## src/rtl/data_mem_lsu_if.sv

```systemverilog
// data_mem_lsu_if: pipeline-side request/response channels of the load/store unit.
//   master: pipeline drives req_* and resp_ready, observes req_ready and resp_*.
//   slave : LSU observes req_* and resp_ready, drives req_ready and resp_*.
interface data_mem_lsu_if #(
    parameter int DATA_WIDTH = 8,
    parameter int EA_WIDTH   = 8
);
    logic                  req_valid;
    logic                  req_ready;
    logic                  req_is_store;
    logic [EA_WIDTH-1:0]   req_base;
    logic [EA_WIDTH-1:0]   req_offset;
    logic [DATA_WIDTH-1:0] req_store_data;
    logic                  resp_valid;
    logic                  resp_ready;
    logic [DATA_WIDTH-1:0] resp_data;
    logic                  resp_err;

    modport master (
        output req_valid, req_is_store, req_base, req_offset, req_store_data, resp_ready,
        input  req_ready, resp_valid, resp_data, resp_err
    );

    modport slave (
        input  req_valid, req_is_store, req_base, req_offset, req_store_data, resp_ready,
        output req_ready, resp_valid, resp_data, resp_err
    );
endinterface

```

## src/rtl/data_mem_lsu.sv

```systemverilog
// data_mem_lsu: non-pipelined load/store unit in front of a 64x8 registered-read RAM.
//   clk, rst_n          : clock and asynchronous active-low reset
//   lsu (slave)         : request channel (base + signed offset) and valid/ready response
//   mem_address_o       : RAM address
//   mem_write_data_o    : RAM write data
//   mem_write_enable_o  : RAM write enable, one cycle per store
//   mem_read_data_i     : RAM read data, one cycle after the address
//   err_count_o         : saturating count of out-of-range responses
module data_mem_lsu #(
    parameter int DATA_WIDTH = 8,
    parameter int ADDR_WIDTH = 6,
    parameter int EA_WIDTH   = 8
) (
    input  logic                  clk,
    input  logic                  rst_n,
    data_mem_lsu_if.slave         lsu,
    output logic [ADDR_WIDTH-1:0] mem_address_o,
    output logic [DATA_WIDTH-1:0] mem_write_data_o,
    output logic                  mem_write_enable_o,
    input  logic [DATA_WIDTH-1:0] mem_read_data_i,
    output logic [7:0]            err_count_o
);
    typedef enum logic [2:0] {IDLE, STORE, LD_WAIT, LD_CAPT, RESP} state_t;

    state_t                state_q, state_d;
    logic                  resp_valid_q, resp_valid_d;
    logic [DATA_WIDTH-1:0] resp_data_q, resp_data_d;
    logic                  resp_err_q, resp_err_d;
    logic [ADDR_WIDTH-1:0] mem_addr_q, mem_addr_d;
    logic [DATA_WIDTH-1:0] mem_wdata_q, mem_wdata_d;
    logic                  mem_we_q, mem_we_d;
    logic [7:0]            err_cnt_q, err_cnt_d;
    logic [EA_WIDTH-1:0]   ea;
    logic                  oor;

    // Effective address wraps modulo 2^EA_WIDTH; any bit above the RAM index is out of range.
    assign ea  = lsu.req_base + lsu.req_offset;
    assign oor = |ea[EA_WIDTH-1:ADDR_WIDTH];

    assign lsu.req_ready     = (state_q == IDLE);
    assign lsu.resp_valid    = resp_valid_q;
    assign lsu.resp_data     = resp_data_q;
    assign lsu.resp_err      = resp_err_q;
    assign mem_address_o     = mem_addr_q;
    assign mem_write_data_o  = mem_wdata_q;
    assign mem_write_enable_o = mem_we_q;
    assign err_count_o       = err_cnt_q;

    always_comb begin
        state_d      = state_q;
        resp_valid_d = resp_valid_q;
        resp_data_d  = resp_data_q;
        resp_err_d   = resp_err_q;
        mem_addr_d   = mem_addr_q;
        mem_wdata_d  = mem_wdata_q;
        mem_we_d     = mem_we_q;
        err_cnt_d    = err_cnt_q;
        case (state_q)
            IDLE: if (lsu.req_valid) begin
                if (oor) begin
                    resp_err_d   = 1'b1;
                    resp_data_d  = '0;
                    resp_valid_d = 1'b1;
                    err_cnt_d    = &err_cnt_q ? err_cnt_q : err_cnt_q + 8'd1;
                    state_d      = RESP;
                end else begin
                    mem_addr_d = ea[ADDR_WIDTH-1:0];
                    mem_we_d   = lsu.req_is_store;
                    if (lsu.req_is_store)
                        mem_wdata_d = lsu.req_store_data;
                    state_d = lsu.req_is_store ? STORE : LD_WAIT;
                end
            end
            STORE: begin
                mem_we_d     = 1'b0;
                resp_data_d  = '0;
                resp_err_d   = 1'b0;
                resp_valid_d = 1'b1;
                state_d      = RESP;
            end
            LD_WAIT: state_d = LD_CAPT;
            LD_CAPT: begin
                resp_data_d  = mem_read_data_i;
                resp_err_d   = 1'b0;
                resp_valid_d = 1'b1;
                state_d      = RESP;
            end
            RESP: if (lsu.resp_ready) begin
                resp_valid_d = 1'b0;
                state_d      = IDLE;
            end
            default: state_d = IDLE;
        endcase
    end

    always_ff @(posedge clk or negedge rst_n) begin
        if (!rst_n) begin
            state_q      <= IDLE;
            resp_valid_q <= 1'b0;
            resp_data_q  <= '0;
            resp_err_q   <= 1'b0;
            mem_addr_q   <= '0;
            mem_wdata_q  <= '0;
            mem_we_q     <= 1'b0;
            err_cnt_q    <= '0;
        end else begin
            state_q      <= state_d;
            resp_valid_q <= resp_valid_d;
            resp_data_q  <= resp_data_d;
            resp_err_q   <= resp_err_d;
            mem_addr_q   <= mem_addr_d;
            mem_wdata_q  <= mem_wdata_d;
            mem_we_q     <= mem_we_d;
            err_cnt_q    <= err_cnt_d;
        end
    end
endmodule

```

## src/flat_wrapper.sv

```systemverilog
// flat-port wrapper written by rule: the top's interface ports become plain ports
module data_mem_lsu_flat 
#(
    parameter int DATA_WIDTH = 8,
    parameter int ADDR_WIDTH = 6,
    parameter int EA_WIDTH   = 8
)
  (clk, rst_n, mem_address_o, mem_write_data_o, mem_write_enable_o, mem_read_data_i, err_count_o, lsu_req_valid, lsu_req_is_store, lsu_req_base, lsu_req_offset, lsu_req_store_data, lsu_resp_ready, lsu_req_ready, lsu_resp_valid, lsu_resp_data, lsu_resp_err);
  data_mem_lsu_if #(.DATA_WIDTH(DATA_WIDTH), .EA_WIDTH(EA_WIDTH)) lsu_i ();
  input  logic clk;
  input  logic rst_n;
  output logic [ADDR_WIDTH-1:0] mem_address_o;
  output logic [DATA_WIDTH-1:0] mem_write_data_o;
  output logic mem_write_enable_o;
  input  logic [DATA_WIDTH-1:0] mem_read_data_i;
  output logic [7:0] err_count_o;
  input wire logic [$bits(lsu_i.req_valid)-1:0] lsu_req_valid;
  input wire logic [$bits(lsu_i.req_is_store)-1:0] lsu_req_is_store;
  input wire logic [$bits(lsu_i.req_base)-1:0] lsu_req_base;
  input wire logic [$bits(lsu_i.req_offset)-1:0] lsu_req_offset;
  input wire logic [$bits(lsu_i.req_store_data)-1:0] lsu_req_store_data;
  input wire logic [$bits(lsu_i.resp_ready)-1:0] lsu_resp_ready;
  output wire logic [$bits(lsu_i.req_ready)-1:0] lsu_req_ready;
  output wire logic [$bits(lsu_i.resp_valid)-1:0] lsu_resp_valid;
  output wire logic [$bits(lsu_i.resp_data)-1:0] lsu_resp_data;
  output wire logic [$bits(lsu_i.resp_err)-1:0] lsu_resp_err;
  assign lsu_i.req_valid = lsu_req_valid;
  assign lsu_i.req_is_store = lsu_req_is_store;
  assign lsu_i.req_base = lsu_req_base;
  assign lsu_i.req_offset = lsu_req_offset;
  assign lsu_i.req_store_data = lsu_req_store_data;
  assign lsu_i.resp_ready = lsu_resp_ready;
  assign lsu_req_ready = lsu_i.req_ready;
  assign lsu_resp_valid = lsu_i.resp_valid;
  assign lsu_resp_data = lsu_i.resp_data;
  assign lsu_resp_err = lsu_i.resp_err;
  data_mem_lsu #(.DATA_WIDTH(DATA_WIDTH), .ADDR_WIDTH(ADDR_WIDTH), .EA_WIDTH(EA_WIDTH)) u_core (.clk(clk), .rst_n(rst_n), .lsu(lsu_i), .mem_address_o(mem_address_o), .mem_write_data_o(mem_write_data_o), .mem_write_enable_o(mem_write_enable_o), .mem_read_data_i(mem_read_data_i), .err_count_o(err_count_o));
endmodule
```

## config.mk

```make
export PLATFORM = sky130hd
export DESIGN_NAME = data_mem_lsu_flat
export DESIGN_NICKNAME = d
export VERILOG_FILES = /design/src/rtl/data_mem_lsu_if.sv /design/src/rtl/data_mem_lsu.sv /design/src/flat_wrapper.sv
export SDC_FILE = /design/constraint.sdc
export NUM_CORES = 1
export LEC_CHECK = 0
export CAP_MARGIN = 20
export CORE_MARGIN = 1
export CORE_UTILIZATION = 44
export DETAILED_ROUTE_END_ITERATION = 7
export GPL_TIMING_DRIVEN = 0
export PLACE_DENSITY_LB_ADDON = 0.3
export SYNTH_ARGS = -nofsm -noshare
export SYNTH_HDL_FRONTEND = slang
export SYNTH_SLANG_ARGS = --single-unit
```

## constraint.sdc

```tcl
create_clock -name clk -period 2.1 [get_ports clk]
set_clock_uncertainty 0.1 [all_clocks]
set_input_delay 0.525 -clock clk [delete_from_list [all_inputs] [get_ports clk]]
set_output_delay 0.525 -clock clk [all_outputs]
set_load 0.02 [all_outputs]
```

## Yosys cells after proc, flatten, opt, wreduce, memory -nomap -nowiden

Cells that the tools add are included.

- Register bits: 36
- Input bits: 37
- Output and inout port bits: 34
- Logic and storage cells: 52

- Add/subtract/negate cells: 2
- Eq/ne operators: 8
- Mux-type cells: 16
- Bitwise operators: 2
- Reduce and logical (&&, ||, !) cells: 16

Operators by type and width:

| operator | count |
|---|---|
| 8-bit one-hot mux with 3 select lines | 1 |
| 8-bit 2-to-1 mux | 2 |
| 3-bit one-hot mux with 4 select lines | 1 |
| 3-bit AND reduction | 4 |
| 4-bit AND reduction | 3 |
| 3-bit 2-to-1 mux | 3 |
| 8-bit by 1-bit adder with 8-bit output (second input constant) | 1 |
| 8-bit adder | 1 |
| 8-bit AND reduction | 1 |
| 3-bit by 2-bit == test with 1-bit output (second input constant) | 2 |
| 2-bit != test (second input constant) | 3 |
| 3-bit nonzero test | 2 |
| 1-bit 2-to-1 mux | 5 |
| 1-bit one-hot mux with 2 select lines | 2 |
| 2-bit nonzero test | 2 |
| 2-bit OR reduction | 2 |
| 3-bit by 1-bit == test with 1-bit output (second input constant) | 1 |
| 3-bit == test (second input constant) | 1 |
| 3-bit zero test | 1 |
| 1-bit one-hot mux with 3 select lines | 1 |
| 2-bit 2-to-1 mux | 1 |
| 2-bit by 1-bit != test with 1-bit output (second input constant) | 1 |
| 1-bit NOT | 2 |
| 2-bit AND reduction | 1 |

## Longest topological paths before layout

Gate-level depths: netlist of the first run.

- Depth in word-level cells: 5
- Depth in mapped cells: 11
- Mapped depth without buffers: 9

## Worst setup path after synthesis of the first run

No wires, ideal clock.

- Path kind: input to register
- Start: input lsu_req_offset[0]
- End: register u_core.mem_we_q (netlist: u_core.mem_write_enable_o)
- Library setup time: 126 ps
- Arrival: 2533 ps
- Required time: 1874 ps
- Setup slack: -659 ps
- Stages: 10
- Buffers on the path: 1
- Path through: ha_1 > inv_1 > fa_1 > nor2b_1 > o31ai_1 > a21oi_1 > xor2_1 > buf_4 > or3b_4 > a311o_1

- Word-level cells in the longest chain between the ends: 4

Ends and longest elaborated chain:

| item | line | RTL |
|---|---|---|
| from (decl) | flat_wrapper.sv:20 | `input wire logic [$bits(lsu_i.req_offset)-1:0] lsu_req_offset;` |
| 8-bit adder | data_mem_lsu.sv:37 | `assign ea = lsu.req_base + lsu.req_offset;` |
| 2-bit OR reduction | data_mem_lsu.sv:38 | `assign oor = \|ea[EA_WIDTH-1:ADDR_WIDTH];` |
| 2-bit != test (no source line) | n/a |  |
| 3-bit AND reduction (no source line) | n/a |  |
| to (signal assigned) | data_mem_lsu.sv:113 | `mem_we_q <= mem_we_d;` |
| to (decl) | data_mem_lsu.sv:31 | `logic mem_we_q, mem_we_d;` |

No other way between the ends.
A chain may end at the register's enable or synchronous reset.

## Final worst setup path of the first run

Same ends and word-level chain as after synthesis.

==> impl_metrics.tcl, run 1 <==
set metrics [dict create \
    finalHoldViolations 0 \
    p_switching_uw 1456 \
    gp_congestion 0.7394 \
    ys_seq_area_share_pct 48.03 \
    slew_violations 0 \
    first_iter_violations 129 \
    startpoint_type "primary input" \
    grtUsageTotal_pct 26.46 \
    ys_top_cells_by_count "dfrtp_1 (36), mux2_2 (14), nand2_1 (13)" \
    yosysUniqueCellTypes 43 \
    yosysMostFrequentCell "dfrtp_1" \
    cpPeakStageDelay_ns 0.39 \
    numCtsBuffers 5 \
    placed_area_sq_um 2686 \
    cts.htree.levels 2 \
    critical_path.cell_chain "buf_6 > ha_4 > inv_2 > fa_2 > nor2b_4 > o31ai_4 > a21oi_2 > xor2_2 > buf_6 > or3b_4 > a311o_1" \
    yosys.area.top_type "dfrtp_1" \
    crit_top_cell "buf_6" \
    crit_required_ns 2.17 \
    slew_headroom_pct 46.63 \
    gr-total-overflow 0 \
    grt_pass1_wl_mm 8.645 \
    status "finished, violations left" \
    vias 1719 \
    seq_power_share_pct 32.4 \
    synth_top_area_share_pct 48.03 \
    row_count 23 \
    n_fill_cell 257 \
    synth_area_sq_um 1876 \
    synthMuxAreaShare_pct 8.939 \
    path_class "primary input to flip-flop" \
    vdd_ir_drop_max_mv 0.8274 \
    clockPowerShare_pct 13.3 \
    grt_max_degree 37 \
    top_level_ports 71 \
    timing.fmax_mhz 400.6 \
    min-delay-path-class "primary input to asynchronous set/reset pin" \
    period_share_pct 118.9 \
    cp_slowest_cell "or3b_4" \
    core_sq_um 4058 \
    switching_share_pct 38.22 \
    p_per_area_nw_per_um2 1216 \
    die_w_um 67.29 \
    synth_xor_xnor_area_share_pct 5.604 \
    avgViaCountPerCell 5.475 \
    synthSimpleGateAreaFrac_pct 10.81 \
    area_delta_synth_final_pct 67.04 \
    holdBufCountCts 0 \
    wl_per_cell_um 17.22 \
    cts_max_path_buffers 2 \
    async_flop_share_pct 100.0 \
    cap_violations 0 \
    grt_pass1_vias 1715 \
    die_area_sq_um 4528 \
    synth_compound_area_share_pct 17.34 \
    path_clk_slew_ns 0.07 \
    wirelength_mm 5.406 \
    first_pass_iters 4 \
    setup_viol 36 \
    synth.area.top_cells "dfrtp_1 (48%), mux2_2 (8.4%), ha_1 (5.3%)" \
    violations "setup timing" \
    cts_tree "built" \
    place_hpwl_mm 3.175 \
    power_frac_comb_pct 54.3 \
    rsz0062_at_grt "true" \
    synth_nets 210 \
    hold-worst-slack_ns 0.2199 \
    internal_power_uw 2354 \
    synthFlopType "dfrtp_1" \
    drc_errors 0 \
    synthAdderAreaFrac_pct 6.404 \
    yosys_warnings 0 \
    synth_cells 164 \
    nNetsFinal 309 \
    p_leak_uw 0.001345 \
    final_area_sq_um 3133 \
    ys_ff_latch 36 \
    antenna_cells 0 \
    die_y_um 67.29 \
    period_minus_slack_ns 2.496 \
    start_util_pct 46.22 \
    antenna_found_initial 0 \
    clk_latency_ns 0.29 \
    layout_setup_ws_ns -0.3960 \
    clock-root-buffer "clkbuf_8" \
    multiInputGateArea_sq_um 1146 \
    cts_sinks 36 \
    cp_max_fo 5 \
    arrival_ns 2.57 \
    synth_top_family_by_area "compound AO/OA/AOI/OAI gates" \
    worst_pin_slew_ns 0.8005 \
    cp-end-kind "flip-flop" \
    layout-drive-gt1-share_pct 32.20 \
    avgSynthCellArea_sq_um 11.44 \
    regArea_sq_um 900.9 \
    synth-edff-count 0 \
    place.port_buffers 70 \
    postRouteAntennaNets 0 \
]
[layout make-up]
type	instances	area share, %
multi-input combinational	117	36.58
timing repair buffer	92	27.68
sequential	36	28.75
buffer	5	1.318
tap	50	1.997
clock buffer	6	2.636
inverter	6	0.7189
clock inverter	2	0.3195
[what timing repair did]
item	4_1_cts	5_1_grt
resized for setup	81	8
buffers inserted	20	1
pin swaps	26	16
cloned	1	0
setup endpoints to repair	37	37
[power by group through the flow]
stage / combinational [uW] / clock (uW) / sequential (uW)
floorplan: 691 / 0 / 1550
CTS: 2040 / 514 / 1220
detailed placement: 1850 / 0 / 1230
finish: 2070 / 505 / 1240
global placement: 1820 / 0 / 1220
global route: 2200 / 544 / 1270
[registers in the layout, summed over array words and instances, names as in the netlist]
register / cells
u_core.err_count_o: 8
u_core.mem_address_o: 6
u_core.state_q: 3
u_core.lsu.resp_err: 1
u_core.mem_write_data_o: 8
u_core.lsu.resp_data: 8
u_core.mem_write_enable_o: 1
u_core.lsu.resp_valid: 1
[per-layer routing]
| metal | up-vias | share of wire [%] | track usage (%) | wire [um] |
|---|---|---|---|---|
| met4 | 0 | 2.9 | 13.83 | 156 |
| met2 | 58 | 50 | 42.38 | 2692 |
| met5 | - | 0 | 0 | 0 |
| met3 | 14 | 4.6 | 5.743 | 250 |
| met1 | 853 | 43 | 33.37 | 2306 |
| li1 | 794 | - | - | - |
[cell families (layout without fill, tap and decap cells)]
group	Yosys count	after routing
DFF	36	36
AOI/OAI and AO/OA	45	45
muxes	15	15
xor gates and xnor gates	12	12
and+or+nand+nor	36	36
adders and majority gates	9	9
buffers and inverters	11	111
[critical path: cells and delay by family]
kind | cells | cell delay [ns]
AO/OA/AOI/OAI | 3 | 0.57
XOR/XNOR | 1 | 0.13
adder cells (fa/ha/maj) | 2 | 0.50
buffers and inverters | 3 | 0.27
AND/OR/NAND/NOR | 2 | 0.56
[placed cells by master, fill, tap and decap left out, types with 4 or more instances in the layout]
cell type and n:
clkdlybuf4s50_1 54, dfrtp_1 36, buf_2 5, buf_4 14
xnor2_1 9, o21ai_1 8, buf_6 13, nand2_1 13
nor2_1 7, clkdlybuf4s15_1 5, a22oi_1 8, mux2_4 13
and3_1 4, o211ai_1 4, ha_4 6, clkbuf_8 6
[through the flow]
stage | TNS, ns | power (uW) | utilization [%] | cells | worst slack, ns
floorplan | -15.13 | 2244 | - | 164 | -0.5162
global placement | -57.19 | 3035 | 66.33 | 284 | -1.335
detailed placement | -43.44 | 3076 | 66.20 | 284 | -1.346
CTS | -7.983 | 3773 | 76.63 | 313 | -0.3332
global route | -14.39 | 4017 | 77.21 | 314 | -0.4608
finish | -11.52 | 3810 | 77.21 | 314 | -0.3960
[worst paths after layout]
| check | from | endpoint | slack, ns | cells after the start |
|---|---|---|---|---|
| min in group clk | u_core.err_count_o[6] | u_core.err_count_o[6] | 0.41 | 1 |
| max | lsu_req_offset[0] | u_core.mem_write_enable_o | -0.40 | 11 |
| min reg2reg | u_core.err_count_o[6] | u_core.err_count_o[6] | 0.41 | 1 |
| max reg2reg | u_core.state_q[0] | u_core.mem_write_data_o[1] | -0.05 | 6 |
| max in group asynchronous | rst_n | u_core.mem_write_data_o[3] | 1.17 | 1 |
| min | rst_n | u_core.lsu.resp_data[0] | 0.22 | 1 |
Power figures use the tool's default switching activity.
==> run 2: changes to the inputs <==
--- a/config.mk
+++ b/config.mk
@@ -5,11 +5,13 @@
 export SDC_FILE = /design/constraint.sdc
 export NUM_CORES = 1
 export LEC_CHECK = 0
+export ABC_AREA = 1
 export CAP_MARGIN = 20
 export CORE_MARGIN = 1
-export CORE_UTILIZATION = 44
+export CORE_UTILIZATION = 45
 export DETAILED_ROUTE_END_ITERATION = 7
 export GPL_TIMING_DRIVEN = 0
+export HOLD_SLACK_MARGIN = 0.06
 export PLACE_DENSITY_LB_ADDON = 0.3
 export SYNTH_ARGS = -nofsm -noshare
 export SYNTH_HDL_FRONTEND = slang
==> constraint.sdc (replaced) <==
create_clock -name clk -period 2.1 [get_ports clk]
set_clock_uncertainty 0.1 [all_clocks]
set_input_delay 0.21 -clock clk [delete_from_list [all_inputs] [get_ports clk]]
set_output_delay 0.21 -clock clk [all_outputs]
set_load 0.02 [all_outputs]
==> impl_metrics.tcl, run 2 <==
set metrics [dict create \
    status "complete, no violations" \
    clk_latency_ns 0.29 \
    worst_pin_slew_ns 0.7884 \
    avgViaCountPerCell 5.089 \
    setup_tns_ns 0 \
    top_level_ports 71 \
    cts_tree "built" \
    synth_nets 288 \
    gp_congestion 0.8011 \
    synth_cells 242 \
    drc_errors 0 \
    place.port_buffers 70 \
    timing.fmax_mhz 498.3 \
    synth_top_area_share_pct 45.83 \
    yosysMostFrequentCell "nand2_1" \
    grt_pass1_vias 1729 \
    synth.area.top_cells "dfrtp_1 (46%), nand2_1 (18%), nand3_1 (5.3%)" \
    rr_worst_depth 8 \
    hold_path_end "u_core.mem_address_o[0]" \
    cts_max_path_buffers 2 \
    place_hpwl_mm 3.249 \
    slew_violations 0 \
    period_minus_slack_ns 2.007 \
    async_flop_share_pct 100.0 \
    grt_max_degree 37 \
    vdd_ir_drop_max_mv 0.6798 \
    die_w_um 68.09 \
    area_delta_synth_final_pct 54.55 \
    avgSynthCellArea_sq_um 8.122 \
    row_count 23 \
    reg2reg_slack_ns 0.27 \
    final_common_cell "nand2_1" \
    final_cell_mix "nand2_1 (93), clkdlybuf4s50_1 (65), dfrtp_1 (36)" \
    period_share_pct 95.56 \
    p_leak_uw 0.001484 \
    die_y_um 68.09 \
    yosys_warnings 0 \
    wirelength_mm 4.969 \
    die_area_sq_um 4636 \
    postRouteAntennaNets 0 \
    synth-edff-count 0 \
    antenna_cells 0 \
    grtUsageTotal_pct 22.57 \
    hold_depth 4 \
    ys_top_cells_by_count "nand2_1 (95), dfrtp_1 (36), inv_1 (25)" \
    placed_area_sq_um 2724 \
    min-delay-path-class "primary input to flip-flop" \
    grt_pass1_wl_mm 7.645 \
    layout-drive-gt1-share_pct 12.99 \
    cts_sinks 36 \
    first_iter_violations 90 \
    regToRegStartpoint "u_core.err_count_o[0]" \
    path_clk_slew_ns 0.07 \
    finalHoldViolations 0 \
    nNetsFinal 376 \
    cts.htree.levels 2 \
    clock-root-buffer "clkbuf_8" \
    slew_headroom_pct 47.44 \
    start_util_pct 48.10 \
    cap_violations 0 \
    crit_required_ns 2.19 \
    core_sq_um 4086 \
    synthFlopType "dfrtp_1" \
    first_pass_iters 4 \
    arrival_ns 2.10 \
    synth_area_sq_um 1966 \
    wl_per_cell_um 13.04 \
    cp_max_fo 7 \
    startpoint_type "primary input" \
    gr-total-overflow 0 \
    yosysUniqueCellTypes 29 \
    n_fill_cell 307 \
    setup_viol 0 \
    fin_util_pct 74.34 \
    antenna_found_initial 0 \
    ys_seq_area_share_pct 45.83 \
    yosys.area.top_type "dfrtp_1" \
    final_area_sq_um 3038 \
    holdCritStartpoint "lsu_req_offset[0]" \
    worstReg2RegEnd "u_core.err_count_o[7]" \
    ys_ff_latch 36 \
    path_class "primary input to flip-flop" \
    cp-end-kind "flip-flop" \
    vias 1939 \
    numCtsBuffers 5 \
    p_per_area_nw_per_um2 1074 \
]
## run 2: cell types whose count changed after synthesis, sizes merged, moves of 3 or more
cell    before  now
nand3        1   22
xnor2       10    6
o21a         3    0
xor2         2    5
a21oi        1    6
a22oi        8    0
mux2        14    0
o211ai       4    0
inv          5   26
nand2       13   98
nand4        0    4
and3         4    0
## run 2: metrics by stage
stage,worst slack [ns],total power (uW),instances,hold slack (ns)
3_3_place_gp,-0.4408,2434,362,0.3523
6_report,0.09327,3262,381,0.2939
5_1_grt,-0.01999,3473,381,0.3050
2_1_floorplan,0.1985,1838,242,-0.1856
4_1_cts,0.04307,3207,376,0.2754
3_5_place_dp,-0.5005,2470,362,0.2388
## run 2: timing repair
item                       4_1_cts  5_1_grt
pin swaps                        6        6
hold endpoints to repair        36        0
setup endpoints to repair       35       33
setup buffers                    3        3
hold buffers                     1        0
cloned                           2        2
gates resized for setup         12       13
## run 2: cells by family after synthesis
kind of cell	share of synthesized area [%]
and+or+nand+nor	31.83
xor gates and xnor gates	4.901
AOI/OAI and AO/OA	5.029
adders and majority gates	6.111
buffers and inverters	6.302
DFF	45.83
## run 2: power breakdown
group | switching [uW] | internal, uW
Clock | 250 | 419
Sequential | 156 | 903
Combinational | 813 | 721
Total | 1220 | 2040
## run 2: worst max-delay path by stage
stage,depth (start not counted),start,slack (ns),endpoint
2_1_floorplan,14,lsu_req_offset[0],0.20,u_core.lsu.resp_valid
3_3_place_gp,13,lsu_req_offset[0],-0.44,u_core.err_count_o[7]
3_5_place_dp,13,lsu_req_offset[0],-0.50,u_core.err_count_o[0]
4_1_cts,15,lsu_req_offset[1],0.04,u_core.lsu.resp_data[0]
5_1_grt,12,lsu_req_offset[2],-0.02,u_core.err_count_o[1]
6_report,12,lsu_req_offset[2],0.09,u_core.err_count_o[7]
## run 2: layout make-up
type,count,area (sq um),area share (%)
Clock inverter,1,30.03,0.9885
Multi-Input combinational cell,178,1050,34.56
Sequential cell,36,900.9,29.65
Tap cell,50,62.56,2.059
Timing Repair Buffer,79,768.2,25.29
Buffer,4,30.03,0.9885
Clock buffer,7,96.34,3.171
Inverter,26,100.1,3.295
## run 2: routing by layer
layer  routed length [um]  global-route usage, %  vias to the layer above
li1                     -                      -                      948
met1                 2160                  28.34                      923
met2                 2470                  36.89                       59
met3                  250                  6.167                        9
met4                   88                  8.333                        0
met5                    0                      0                        -
## run 2: worst max-delay path: stages
cell and delay [ns]:
clkdlybuf4s50_1 0.51, ha_4 0.22, or2_0 0.24, nand3_1 0.12, nand2_1 0.06, nand2_1 0.10
nand2_4 0.12, nand2_1 0.11, nand3_2 0.11, buf_4 0.19, nand2_1 0.06, nand2_1 0.05
